[config.mk]
export PLATFORM = sky130hd
export DESIGN_NAME = uart_tx
export DESIGN_NICKNAME = d
export VERILOG_FILES = /design/src/rtl/uart_pkg.sv /design/src/rtl/uart_tx_fifo.sv /design/src/rtl/uart_tx.sv
export SDC_FILE = /design/constraint.sdc
export NUM_CORES = 1
export LEC_CHECK = 0
export ABC_AREA = 1
export BUFFER_PORTS_ARGS = -buffer_cell sky130_fd_sc_hd__buf_4
export CELL_PAD_IN_SITES_DETAIL_PLACEMENT = 2
export CELL_PAD_IN_SITES_GLOBAL_PLACEMENT = 2
export CORE_UTILIZATION = 42
export DETAILED_ROUTE_END_ITERATION = 8
export PLACE_DENSITY_LB_ADDON = 0.1
export SLEW_MARGIN = 25
export SYNTH_ARGS = -nofsm -noshare
export SYNTH_HDL_FRONTEND = slang
export SYNTH_HIERARCHICAL = 1
export SYNTH_SLANG_ARGS = --single-unit
[constraint.sdc]
create_clock -name clk -period 3.6 [get_ports clk]
set_input_delay 0.9 -clock clk [delete_from_list [all_inputs] [get_ports clk]]
set_output_delay 0.9 -clock clk [all_outputs]
set_load 0.005 [all_outputs]
[src/rtl/uart_pkg.sv]
// Shared UART definitions: frame constants, transmitter FSM states and the
// even-parity helper used by both the transmitter and the receiver checker.
package uart_pkg;

    localparam int unsigned UART_DATA_BITS  = 8;
    localparam int unsigned UART_OVERSAMPLE = 16;

    typedef enum logic [2:0] {
        StIdle,
        StStart,
        StData,
        StParity,
        StStop
    } uart_tx_state_t;

    // Returns the bit that makes the total count of ones even.
    function automatic logic even_parity(input logic [UART_DATA_BITS-1:0] data);
        return ^data;
    endfunction

endpackage

[src/rtl/uart_tx_fifo.sv]
// Synchronous byte FIFO for the UART transmitter. A push while full is accepted
// only when a pop happens on the same edge, so the level stays at DEPTH.
module uart_tx_fifo #(
    parameter int unsigned DEPTH = 4,
    parameter int unsigned WIDTH = 8
) (
    input  logic                       clk,
    input  logic                       rst,
    input  logic                       push,
    input  logic                       pop,
    input  logic [WIDTH-1:0]           din,
    output logic [WIDTH-1:0]           dout,
    output logic                       full,
    output logic                       empty,
    output logic [$clog2(DEPTH+1)-1:0] count
);

    localparam int unsigned PtrW = $clog2(DEPTH);
    localparam int unsigned LvlW = $clog2(DEPTH + 1);

    logic [WIDTH-1:0] mem_q [DEPTH];
    logic [PtrW-1:0]  wr_ptr_q, wr_ptr_d;
    logic [PtrW-1:0]  rd_ptr_q, rd_ptr_d;
    logic [LvlW-1:0]  count_q, count_d;
    logic             do_push, do_pop;

    assign full    = (count_q == LvlW'(DEPTH));
    assign empty   = (count_q == '0);
    assign count   = count_q;
    assign dout    = mem_q[rd_ptr_q];
    assign do_pop  = pop && !empty;
    assign do_push = push && (!full || do_pop);

    always_comb begin
        wr_ptr_d = wr_ptr_q;
        rd_ptr_d = rd_ptr_q;
        count_d  = count_q;
        if (do_push) begin
            wr_ptr_d = wr_ptr_q + PtrW'(1);
        end
        if (do_pop) begin
            rd_ptr_d = rd_ptr_q + PtrW'(1);
        end
        if (do_push && !do_pop) begin
            count_d = count_q + LvlW'(1);
        end else if (do_pop && !do_push) begin
            count_d = count_q - LvlW'(1);
        end
    end

    always_ff @(posedge clk) begin
        if (do_push) begin
            mem_q[wr_ptr_q] <= din;
        end
    end

    always_ff @(posedge clk or posedge rst) begin
        if (rst) begin
            wr_ptr_q <= '0;
            rd_ptr_q <= '0;
            count_q  <= '0;
        end else begin
            wr_ptr_q <= wr_ptr_d;
            rd_ptr_q <= rd_ptr_d;
            count_q  <= count_d;
        end
    end

endmodule

[src/rtl/uart_tx.sv]
// UART transmitter: 8 data bits, optional even parity, 1 stop bit, fed from a
// small byte FIFO so queued bytes leave back-to-back with no idle gap.
module uart_tx
    import uart_pkg::*;
#(
    parameter int unsigned CLKS_PER_BIT = UART_OVERSAMPLE,
    parameter bit          PARITY_EN    = 1'b1,
    parameter int unsigned FIFO_DEPTH   = 4
) (
    input  logic       clk,
    input  logic       rst,
    input  logic [7:0] datain,
    input  logic       wrsig,
    output logic       full,
    output logic       ovf,
    output logic       tx,
    output logic       idle
);

    localparam int unsigned CntW = (CLKS_PER_BIT > 1) ? $clog2(CLKS_PER_BIT) : 1;
    localparam int unsigned IdxW = $clog2(UART_DATA_BITS);
    localparam int unsigned LvlW = $clog2(FIFO_DEPTH + 1);

    uart_tx_state_t            state_q, state_d;
    logic [CntW-1:0]           bit_cnt_q, bit_cnt_d;
    logic [IdxW-1:0]           bit_idx_q, bit_idx_d;
    logic [UART_DATA_BITS-1:0] shift_q, shift_d;
    logic                      parity_q, parity_d;
    logic                      tx_q, tx_d;
    logic                      idle_q, idle_d;
    logic                      ovf_q, ovf_d;

    logic                      pop;
    logic                      bit_done;
    logic [7:0]                fifo_dout;
    logic                      fifo_full;
    logic                      fifo_empty;
    logic [LvlW-1:0]           fifo_count;

    uart_tx_fifo #(
        .DEPTH (FIFO_DEPTH),
        .WIDTH (UART_DATA_BITS)
    ) u_fifo (
        .clk   (clk),
        .rst   (rst),
        .push  (wrsig),
        .pop   (pop),
        .din   (datain),
        .dout  (fifo_dout),
        .full  (fifo_full),
        .empty (fifo_empty),
        .count (fifo_count)
    );

    assign bit_done = (bit_cnt_q == CntW'(CLKS_PER_BIT - 1));

    always_comb begin
        state_d   = state_q;
        bit_cnt_d = bit_done ? '0 : bit_cnt_q + CntW'(1);
        bit_idx_d = bit_idx_q;
        shift_d   = shift_q;
        parity_d  = parity_q;
        pop       = 1'b0;

        unique case (state_q)
            StIdle: begin
                bit_cnt_d = '0;
                if (!fifo_empty) begin
                    pop      = 1'b1;
                    shift_d  = fifo_dout;
                    parity_d = 1'b0;
                    state_d  = StStart;
                end
            end
            StStart: begin
                if (bit_done) begin
                    bit_idx_d = '0;
                    state_d   = StData;
                end
            end
            StData: begin
                if (bit_done) begin
                    parity_d  = parity_q ^ shift_q[0];
                    shift_d   = shift_q >> 1;
                    bit_idx_d = bit_idx_q + IdxW'(1);
                    if (bit_idx_q == IdxW'(UART_DATA_BITS - 1)) begin
                        state_d = PARITY_EN ? StParity : StStop;
                    end
                end
            end
            StParity: begin
                if (bit_done) begin
                    state_d = StStop;
                end
            end
            StStop: begin
                if (bit_done) begin
                    if (!fifo_empty) begin
                        pop      = 1'b1;
                        shift_d  = fifo_dout;
                        parity_d = 1'b0;
                        state_d  = StStart;
                    end else begin
                        state_d = StIdle;
                    end
                end
            end
            default: begin
                state_d = StIdle;
            end
        endcase
    end

    // Line level trails the state by one clock, so every bit lasts a full period.
    always_comb begin
        tx_d = 1'b1;
        unique case (state_q)
            StIdle:   tx_d = 1'b1;
            StStart:  tx_d = 1'b0;
            StData:   tx_d = shift_q[0];
            StParity: tx_d = parity_q;
            StStop:   tx_d = 1'b1;
            default:  tx_d = 1'b1;
        endcase
    end

    assign idle_d = (state_q == StIdle) && fifo_empty;
    assign ovf_d  = wrsig && !pop && (fifo_count == LvlW'(FIFO_DEPTH));

    always_ff @(posedge clk or posedge rst) begin
        if (rst) begin
            state_q   <= StIdle;
            bit_cnt_q <= '0;
            bit_idx_q <= '0;
            shift_q   <= '0;
            parity_q  <= 1'b0;
            tx_q      <= 1'b1;
            idle_q    <= 1'b1;
            ovf_q     <= 1'b0;
        end else begin
            state_q   <= state_d;
            bit_cnt_q <= bit_cnt_d;
            bit_idx_q <= bit_idx_d;
            shift_q   <= shift_d;
            parity_q  <= parity_d;
            tx_q      <= tx_d;
            idle_q    <= idle_d;
            ovf_q     <= ovf_d;
        end
    end

    assign tx   = tx_q;
    assign idle = idle_q;
    assign ovf  = ovf_q;
    assign full = fifo_full;

endmodule
==> results of run 1 <==
routing by layer:
| metal | up-vias | GRT usage, % |
|---|---|---|
| li1 | 993 | - |
| met1 | 1041 | 24.89 |
| met2 | 31 | 40.31 |
| met3 | 16 | 5.998 |
| met4 | 0 | 9.561 |
| met5 | - | 0 |
area by class of cell:
cell class / instances / area [um2]
Tap cell: 77 / 96.34
Sequential cell: 61 / 1689
Fill cell: 679 / 3238
Inverter: 29 / 113.9
Clock inverter: 7 / 75.07
Multi-Input combinational cell: 192 / 973.4
Timing Repair Buffer: 15 / 112.6
Clock buffer: 9 / 123.9
where the power goes:
group          internal, mW  switching, mW  leakage (nW)
Combinational        0.0941          0.190         0.675
Sequential            0.845         0.0644         0.650
Clock                 0.323          0.298         0.104
Total                  1.26          0.553          1.43
logic make-up (layout without fill, tap and decap cells):
| family | Yosys count | after routing | share of synthesized area [%] |
|---|---|---|---|
| and+or+nand+nor | 141 | 141 | 21.54 |
| DFF | 61 | 61 | 59.47 |
| AOI/OAI and AO/OA | 38 | 38 | 7.269 |
| buffers and inverters | 35 | 60 | 6.255 |
| adders and majority gates | 9 | 9 | 4.229 |
| xor gates and xnor gates | 4 | 4 | 1.234 |
state kept, by name, summed over array words and instances, names as in the netlist:
signal and cells:
ovf 1, u_fifo/wr_ptr_q 2, shift_q 8, tx 1, bit_cnt_q 4, parity_q 1
bit_idx_q 3, state_q 3, u_fifo/count 3, u_fifo/rd_ptr_q 2, idle 1, u_fifo/mem_q 32
worst reg2reg max path, stage by stage (launching register included):
cell,delay [ps]
dfrtp_1,480
nor2_2,90
nand2_1,150
inv_1,130
inv_1,70
nand2_1,70
a21oi_1,410
inv_1,120
nand3_2,140
nand2_2,120
inv_1,110
ha_1,190
inv_1,80
fa_1,410
nand2_1,110
nand3_1,90
nand2_1,70
nand2_1,50
worst max path at each step:
stage                      end  slack (ps)  depth (start not counted)
3_5_place_dp   u_fifo/count[2]         660                         17
3_3_place_gp   u_fifo/count[2]        1070                         17
4_1_cts        u_fifo/count[2]         550                         17
5_1_grt        u_fifo/count[2]         360                         17
2_1_floorplan  u_fifo/count[2]        1280                         17
6_report       u_fifo/count[2]         610                         17
Yosys cell counts (all sizes together):
cell type,instances
buf,6
nand3,25
o211ai,1
xnor2,3
dfrtp,27
dfstp,2
nor2,36
a21boi,1
inv,29
a21oi,4
fa,1
edfxtp,32
nor3,1
xor2,1
ha,8
o21ai,32
nand2,75
nand4,4
stage by stage:
stage	setup WS (ps)	instances	util [%]	area, um2	total power, mW
global placement	1065	374	46.48	2985	1.172
CTS	554.9	390	49.58	3184	1.841
detailed placement	659.8	374	46.48	2985	1.206
global route	363.5	390	49.58	3184	1.909
floorplan	1280	288	-	2840	1.080
finish	605.2	390	49.58	3184	1.815
==> impl_metrics.ini, run 1 <==
[worst_setup_path]
cpPeakStageDelay_ps = 480
critPathMaxFanout = 7
arrival_ps = 3230
critPathRequiredTime_ps = 3840
start_kind = flip-flop
timing_worst_setup_path_type = flip-flop to flip-flop
crit_path_end_kind = flip-flop
path_buf_inv = 5
r2r_start = u_fifo/count[0]
r2r_cells = 17
cp-startpoint = u_fifo/count[0]
crit_family = simple AND/OR/NAND/NOR gates
path_cells = nor2_2 -> nand2_1 -> inv_1 -> inv_1 -> nand2_1 -> a21oi_1 -> inv_1 -> nand3_2 -> nand2_2 -> inv_1 -> ha_1 -> inv_1 -> fa_1 -> nand2_1 -> nand3_1 -> nand2_1 -> nand2_1
cpMaxStageDelayCell = dfrtp_1
r2r_slack_ps = 610
r2r_end = u_fifo/count[2]

[timing]
finalSetupTns_ps = 0
min_period_ps = 2995
hold_ws_ps = 482.8
post-route-period-util_pct = 83.19
final-max-slew-violation-count = 0
finClkSkew_ps = 6.647
setup_violations = 0
relSlewSlack_pct = 42.65
worst_slew_pin_slew_ps = 859.3
max_freq_mhz = 333.9
finalHoldViolCount = 0
grt_setup_unrepaired = false

[grt]
grt_first_pass_wirelength_um = 11860
grt_max_degree = 23
grt_util_all_layers_pct = 22.36
antenna_found_initial = 0
gr-total-overflow = 0
grt_pass1_vias = 2360

[finish]
layout.cells.most_common_list = 71 x nand2_1, 34 x nor2_1, 32 x edfxtp_1
fin_nets = 328
layout_commonest_cell = nand2_1
drive_gt1_share_pct = 15.02
area_delta_synth_final_pct = 12.11
n_antenna_cell = 0

[floorplan]
die_h_um = 84.24
rows = 29
die-area_um2 = 7096
die_w_um = 84.24
coreArea_um2 = 6422
io_pins = 15
start_util_pct = 44.22

[placed_design]
port_buffers = 14
place.gp.congestion = 0.6914
dp_hpwl_um = 4972

[drt]
dr_wl_met2_um = 3853
dr_wl_met3_um = 185
dr.max_layer_used = met4
drc_errors = 0
antenna_left = 0
dr_total_vias = 2081
vias_per_cell = 5.336
totalWireLength_um = 7113
wl_met1_um = 2891
drtIter0Drc = 52
routedWlPerCell_um = 18.24
firstDrtPassIters = 4

[min_path]
hold_class = flip-flop to flip-flop
whs_path_depth = 2
min-delay-start = shift_q[2]
whs_endpoint = shift_q[2]

[yosys]
yosys_register_bits = 61
avgSynthCellArea_um2 = 9.862
yosysSeqAreaShare_pct = 59.47
synthesis.area_um2 = 2840
syn-num-nets = 308
yosys-top-cells-area = edfxtp_1 34%, dfrtp_1 24%, nand2_1 9.4%, nor2_1 4.5%, nand3_1 3.9%
synth_cell_types = 29
syn_inst = 288
yosys_warnings = 6
synth.top_cell.area_share_pct = 33.83
synth_top_cell_by_area = edfxtp_1

[cts]
numCtsBuffers = 9
clk_pin_slew_ps = 80
insertion_delay_ps = 340
cts-hold-fix-buffers = 0
root_buffer = clkbuf_8
post-cts-setup-buffers = 0
htree_levels = 3
clk_path_buf_depth = 2
cts_tree = done
cts_resized = 0
clock-sinks = 61

[job]
drv_cap = 0

[pwr]
ir_drop_v = 0.0003752
power.leakage_nw = 1.428
power.density_nw_per_um2 = 570.1

[run_status]
outcome = completed
Power figures use the tool's default switching activity.
==> run 2: changes to the inputs <==
--- a/config.mk
+++ b/config.mk
@@ -9,7 +9,7 @@
 export BUFFER_PORTS_ARGS = -buffer_cell sky130_fd_sc_hd__buf_4
 export CELL_PAD_IN_SITES_DETAIL_PLACEMENT = 2
 export CELL_PAD_IN_SITES_GLOBAL_PLACEMENT = 2
-export CORE_UTILIZATION = 42
+export CORE_UTILIZATION = 35
 export DETAILED_ROUTE_END_ITERATION = 8
 export PLACE_DENSITY_LB_ADDON = 0.1
 export SLEW_MARGIN = 25
==> constraint.sdc (replaced) <==
create_clock -name clk -period 2.45 [get_ports clk]
set_input_delay 0.6125 -clock clk [delete_from_list [all_inputs] [get_ports clk]]
set_output_delay 0.6125 -clock clk [all_outputs]
set_load 0.005 [all_outputs]
==> run 2 against run 1 <==
  * First-iteration DRC count is 31% lower
  * Clock power rose by 31%
  * Non-clock buffer count increased by 15
  * Critical path type unchanged
==> impl_metrics.ini, run 2 (synthesis gave the netlist of run 1 again) <==
[run_status]
outcome = completed

[drt]
routedWlPerCell_um = 15.11
dr.max_layer_used = met4
dr_wl_met2_um = 3201
vias_per_cell = 4.735
dr_total_vias = 2036
antenna_left = 0
firstDrtPassIters = 3
drc_errors = 0
wl_met1_um = 3085
dr_wl_met3_um = 103
drtIter0Drc = 36
totalWireLength_um = 6499

[placed_design]
placed_area_um2 = 3099
dp.cells = 410
dp_hpwl_um = 4584
place.gp.congestion = 0.7826
place_ws_ps = -7.260
port_buffers = 14

[worst_setup_path]
arrival_ps = 2480
timing_worst_setup_path_type = flip-flop to flip-flop
endpoint = u_fifo/count[1]
r2r_slack_ps = 200
critPathRequiredTime_ps = 2680
cp-startpoint = u_fifo/count[0]
r2r_start = u_fifo/count[0]
r2r_cells = 15
start_kind = flip-flop
critPathMaxFanout = 5
crit_path_end_kind = flip-flop
r2r_end = u_fifo/count[1]

[timing]
post-route-period-util_pct = 91.71
relSlewSlack_pct = 75.07
finalHoldViolCount = 0
setup_ws_ps = 203.0
final-max-slew-violation-count = 0
hold_ws_ps = 228.0
max_freq_mhz = 445.0
finClkSkew_ps = 11.07
setup_violations = 0
min_period_ps = 2247
worst_slew_pin_slew_ps = 373.1

[cts]
numCtsBuffers = 9
root_buffer = clkbuf_8
clock-sinks = 61
cts_tree = done
htree_levels = 3
clk_path_buf_depth = 2
insertion_delay_ps = 340
clk_pin_slew_ps = 80
cts-hold-fix-buffers = 0

[finish]
fin_nets = 343
fill_cells = 860
drive_gt1_share_pct = 20.43
largest_reg_flops = 32
layout.cells.most_common_list = 69 x nand2_1, 34 x nor2_1, 32 x edfxtp_1
max_flop_register = u_fifo/mem_q
area_delta_synth_final_pct = 16.92
postLayoutCellArea_um2 = 3321
n_antenna_cell = 0
reg_top3 = u_fifo/mem_q x32, shift_q x8, bit_cnt_q x4
layout_commonest_cell = nand2_1
instances_no_fill = 430

[grt]
grt_max_degree = 23
grt_util_all_layers_pct = 17.26
grt_first_pass_wirelength_um = 11070
antenna_found_initial = 0
gr-total-overflow = 0
grt_pass1_vias = 2209

[job]
drv_cap = 0

[pwr]
power.density_nw_per_um2 = 793.2
power.leakage_nw = 1.484
ir_drop_v = 0.0005076
p_total_mw = 2.634

[floorplan]
die_h_um = 92.08
io_pins = 15
die-area_um2 = 8479
start_util_pct = 36.38
rows = 32
die_w_um = 92.08
coreArea_um2 = 7807

[min_path]
hold_class = input pin to asynchronous set/reset pin
-- run 2: cell type report --
class	count	area [um2]	area share, %
clock buffers	9	123.9	3.730
multi-input cells	192	989.7	29.80
clock inverters	7	51.30	1.545
flip-flops and latches	61	1689	50.87
well taps	102	127.6	3.843
repair buffers	30	225.2	6.782
inverters	29	113.9	3.429
-- run 2: routing by layer --
| layer | vias to the layer above | GRT usage, % |
|---|---|---|
| met2 | 15 | 28.30 |
| met5 | - | 0 |
| met4 | 0 | 7.031 |
| met1 | 995 | 22.43 |
| li1 | 1017 | - |
| met3 | 9 | 3.234 |
-- run 2: worst min path at each step --
| stage | from | endpoint | slack [ps] | cells past startpoint |
|---|---|---|---|---|
| 3_3_place_gp | bit_cnt_q[0] | bit_cnt_q[0] | 450 | 1 |
| 5_1_grt | rst | u_fifo/count[1] | 260 | 2 |
| 4_1_cts | rst | u_fifo/rd_ptr_q[0] | 240 | 2 |
| 3_5_place_dp | bit_cnt_q[0] | bit_cnt_q[0] | 460 | 1 |
| 2_1_floorplan | rst | u_fifo/count[0] | 420 | 1 |
| 6_report | rst | u_fifo/rd_ptr_q[0] | 230 | 2 |
-- run 2: stage by stage --
stage	util, %	TNS (ps)
2_1_floorplan	-	0
5_1_grt	42.53	-9.690
6_report	42.53	0
3_3_place_gp	39.70	0
4_1_cts	42.04	0
3_5_place_dp	39.70	-7.260
-- run 2: repair_timing --
item                                    CTS  global route
setup buffers                             1             3
endpoints found under the hold margin     0             0
resized for setup                         0             6
endpoints found under the setup margin    1             2
pin swaps                                 0             1
-- run 2: power by group --
group	switching (mW)	total, mW	internal (mW)
clock network	0.442	0.811	0.370
registers	0.0587	1.30	1.24
logic	0.317	0.525	0.208
-- run 2: worst max-delay path: stages (launching register included) --
cell and delay, ps:
dfrtp_1 390, nor2_2 150, nand2_2 100, inv_2 100, inv_1 50, nand2_1 90, a21oi_2 50, inv_1 60
nand3_2 130, nand2_4 120, inv_1 50, ha_1 200, inv_1 100, fa_2 440, nand2_1 70, nand2_1 50
==> run 3: changes to the inputs <==
--- a/config.mk
+++ b/config.mk
@@ -11,6 +11,7 @@
 export CELL_PAD_IN_SITES_GLOBAL_PLACEMENT = 2
 export CORE_UTILIZATION = 35
 export DETAILED_ROUTE_END_ITERATION = 8
+export GPL_TIMING_DRIVEN = 0
 export PLACE_DENSITY_LB_ADDON = 0.1
 export SLEW_MARGIN = 25
 export SYNTH_ARGS = -nofsm -noshare
==> run 3 against run 2 <==
  * Largest cell class unchanged
  * Count of clock-buffer cells in the layout unchanged
  * Largest power group unchanged
  * Via count up 1.9%
  * Critical path depth up 2
  * Clock skew down 4.0 ps
  * Setup slack worse by 68 ps
  * First-iteration DRC count unchanged
==> impl_metrics.ini, run 3 (synthesis gave the netlist of run 1 again) <==
[worst_setup_path]
arrival_ps = 2540
timing_worst_setup_path_type = flip-flop to flip-flop
critPathMaxFanout = 6
crit_path_end_kind = flip-flop
cpPeakStageDelay_ps = 390
path_cells = inv_1 -> nand2_2 -> inv_2 -> inv_1 -> nand2_2 -> a21oi_4 -> inv_1 -> nand3_4 -> nand2_4 -> inv_1 -> ha_1 -> inv_1 -> fa_1 -> nand2_1 -> nand3_1 -> nand2_1 -> nand2_1
critPathRequiredTime_ps = 2680
cpMaxStageDelayCell = fa_1
start_kind = flip-flop
critPathMostFrequentCell = inv_1

[floorplan]
rows = 32
coreArea_um2 = 7807
die_h_um = 92.08
die-area_um2 = 8479
die_w_um = 92.08
io_pins = 15
start_util_pct = 36.38

[finish]
final_util_pct = 43.45
layout_commonest_cell = nand2_1
largest_reg_flops = 32
fill_cells = 850
area.sequential_um2 = 1692
postLayoutCellArea_um2 = 3392
n_antenna_cell = 0
area_delta_synth_final_pct = 19.43
reg_top3 = u_fifo/mem_q x32, shift_q x8, bit_cnt_q x4
max_flop_register = u_fifo/mem_q
drive_gt1_share_pct = 20.92
layout.cells.most_common_list = 69 x nand2_1, 32 x nor2_1, 32 x edfxtp_1
multi_input_area_um2 = 1032
fin_nets = 340

[placed_design]
dp_hpwl_um = 4600
placed_area_um2 = 3073
port_buffers = 14
place.gp.congestion = 0.7104

[drt]
firstDrtPassIters = 4
dr_total_vias = 2075
routedWlPerCell_um = 15.87
vias_per_cell = 4.859
totalWireLength_um = 6778
drtIter0Drc = 36
antenna_left = 0
drc_errors = 0

[pwr]
power.leakage_nw = 1.488
ir_drop_v = 0.0004186
power.density_nw_per_um2 = 813.3

[grt]
antenna_found_initial = 0
gr-total-overflow = 0
grt_max_degree = 23
grt_pass1_vias = 2310
grt_first_pass_wirelength_um = 11360
grt_util_all_layers_pct = 17.92

[timing]
finalHoldViolCount = 0
finClkSkew_ps = 7.122
finalSetupTns_ps = 0
hold_ws_ps = 213.8
setup_violations = 0
post-route-period-util_pct = 94.50
relSlewSlack_pct = 41.26
worst_slew_pin_slew_ps = 880.1
min_period_ps = 2315
max_freq_mhz = 431.9
final-max-slew-violation-count = 0
grt_setup_unrepaired = true

[cts]
numCtsBuffers = 9
insertion_delay_ps = 340
htree_levels = 3
clock-sinks = 61
clk_pin_slew_ps = 80
clk_path_buf_depth = 2
root_buffer = clkbuf_8
cts-hold-fix-buffers = 0
cts_tree = done

[min_path]
hold_class = input pin to asynchronous set/reset pin

[job]
drv_cap = 0

[run_status]
outcome = completed
[run 3: layout make-up]
class | instances | share of cell area [%]
clock buffers | 9 | 3.652
plain buffers | 6 | 1.881
well taps | 102 | 3.762
inverters | 29 | 3.357
clock inverters | 7 | 2.398
repair buffers | 21 | 4.648
flip-flops and latches | 61 | 49.87
multi-input cells | 192 | 30.43
[run 3: where the power goes]
part	total, mW	internal [mW]	switching (mW)
sequential	1.32	1.24	0.0741
combinational	0.503	0.198	0.305
clock	0.937	0.484	0.453
[run 3: per-stage QoR]
stage	total power, mW	worst slack [ps]	std cells
5_1_grt	2.922	-94.29	427
3_3_place_gp	1.725	-355.2	404
3_5_place_dp	1.743	-385.4	404
4_1_cts	2.695	3.848	421
6_report	2.759	134.9	427
2_1_floorplan	1.588	129.6	288
[run 3: final timing paths]
| check | from | cells after the start | slack (ps) | to |
|---|---|---|---|---|
| max in group asynchronous | rst | 2 | 1440 | parity_q |
| worst min-delay path | rst | 2 | 210 | u_fifo/rd_ptr_q[0] |
| worst max register to register | u_fifo/count[2] | 17 | 130 | u_fifo/count[2] |
| worst min register to register | shift_q[5] | 2 | 490 | shift_q[5] |
| worst max-delay path | u_fifo/count[2] | 17 | 130 | u_fifo/count[2] |
| min in group clk | datain[3] | 1 | 470 | u_fifo/mem_q[2][3] |
[run 3: repair_timing]
item                                    4_1_cts  5_1_grt
setup buffers                                 1        6
pin swaps                                     0        3
endpoints found under the setup margin       34       34
cloned                                        0        0
gates resized for setup                       6        9
[run 3: routing by layer]
| layer | GRT usage [%] | share of wire, % | vias to the layer above |
|---|---|---|---|
| met3 | 3.317 | 1.9 | 9 |
| met1 | 20.94 | 44 | 1030 |
| met4 | 7.422 | 1.4 | 0 |
| met2 | 32.09 | 53 | 17 |
| met5 | 0 | 0 | - |
| li1 | - | - | 1019 |
[run 3: critical path, delay by kind of cell (launching register included)]
family,cells,cell delay (ps)
simple gates,8,680
fa+ha+maj,2,550
buf+inv,6,450
flops,1,380
compound gates,1,150
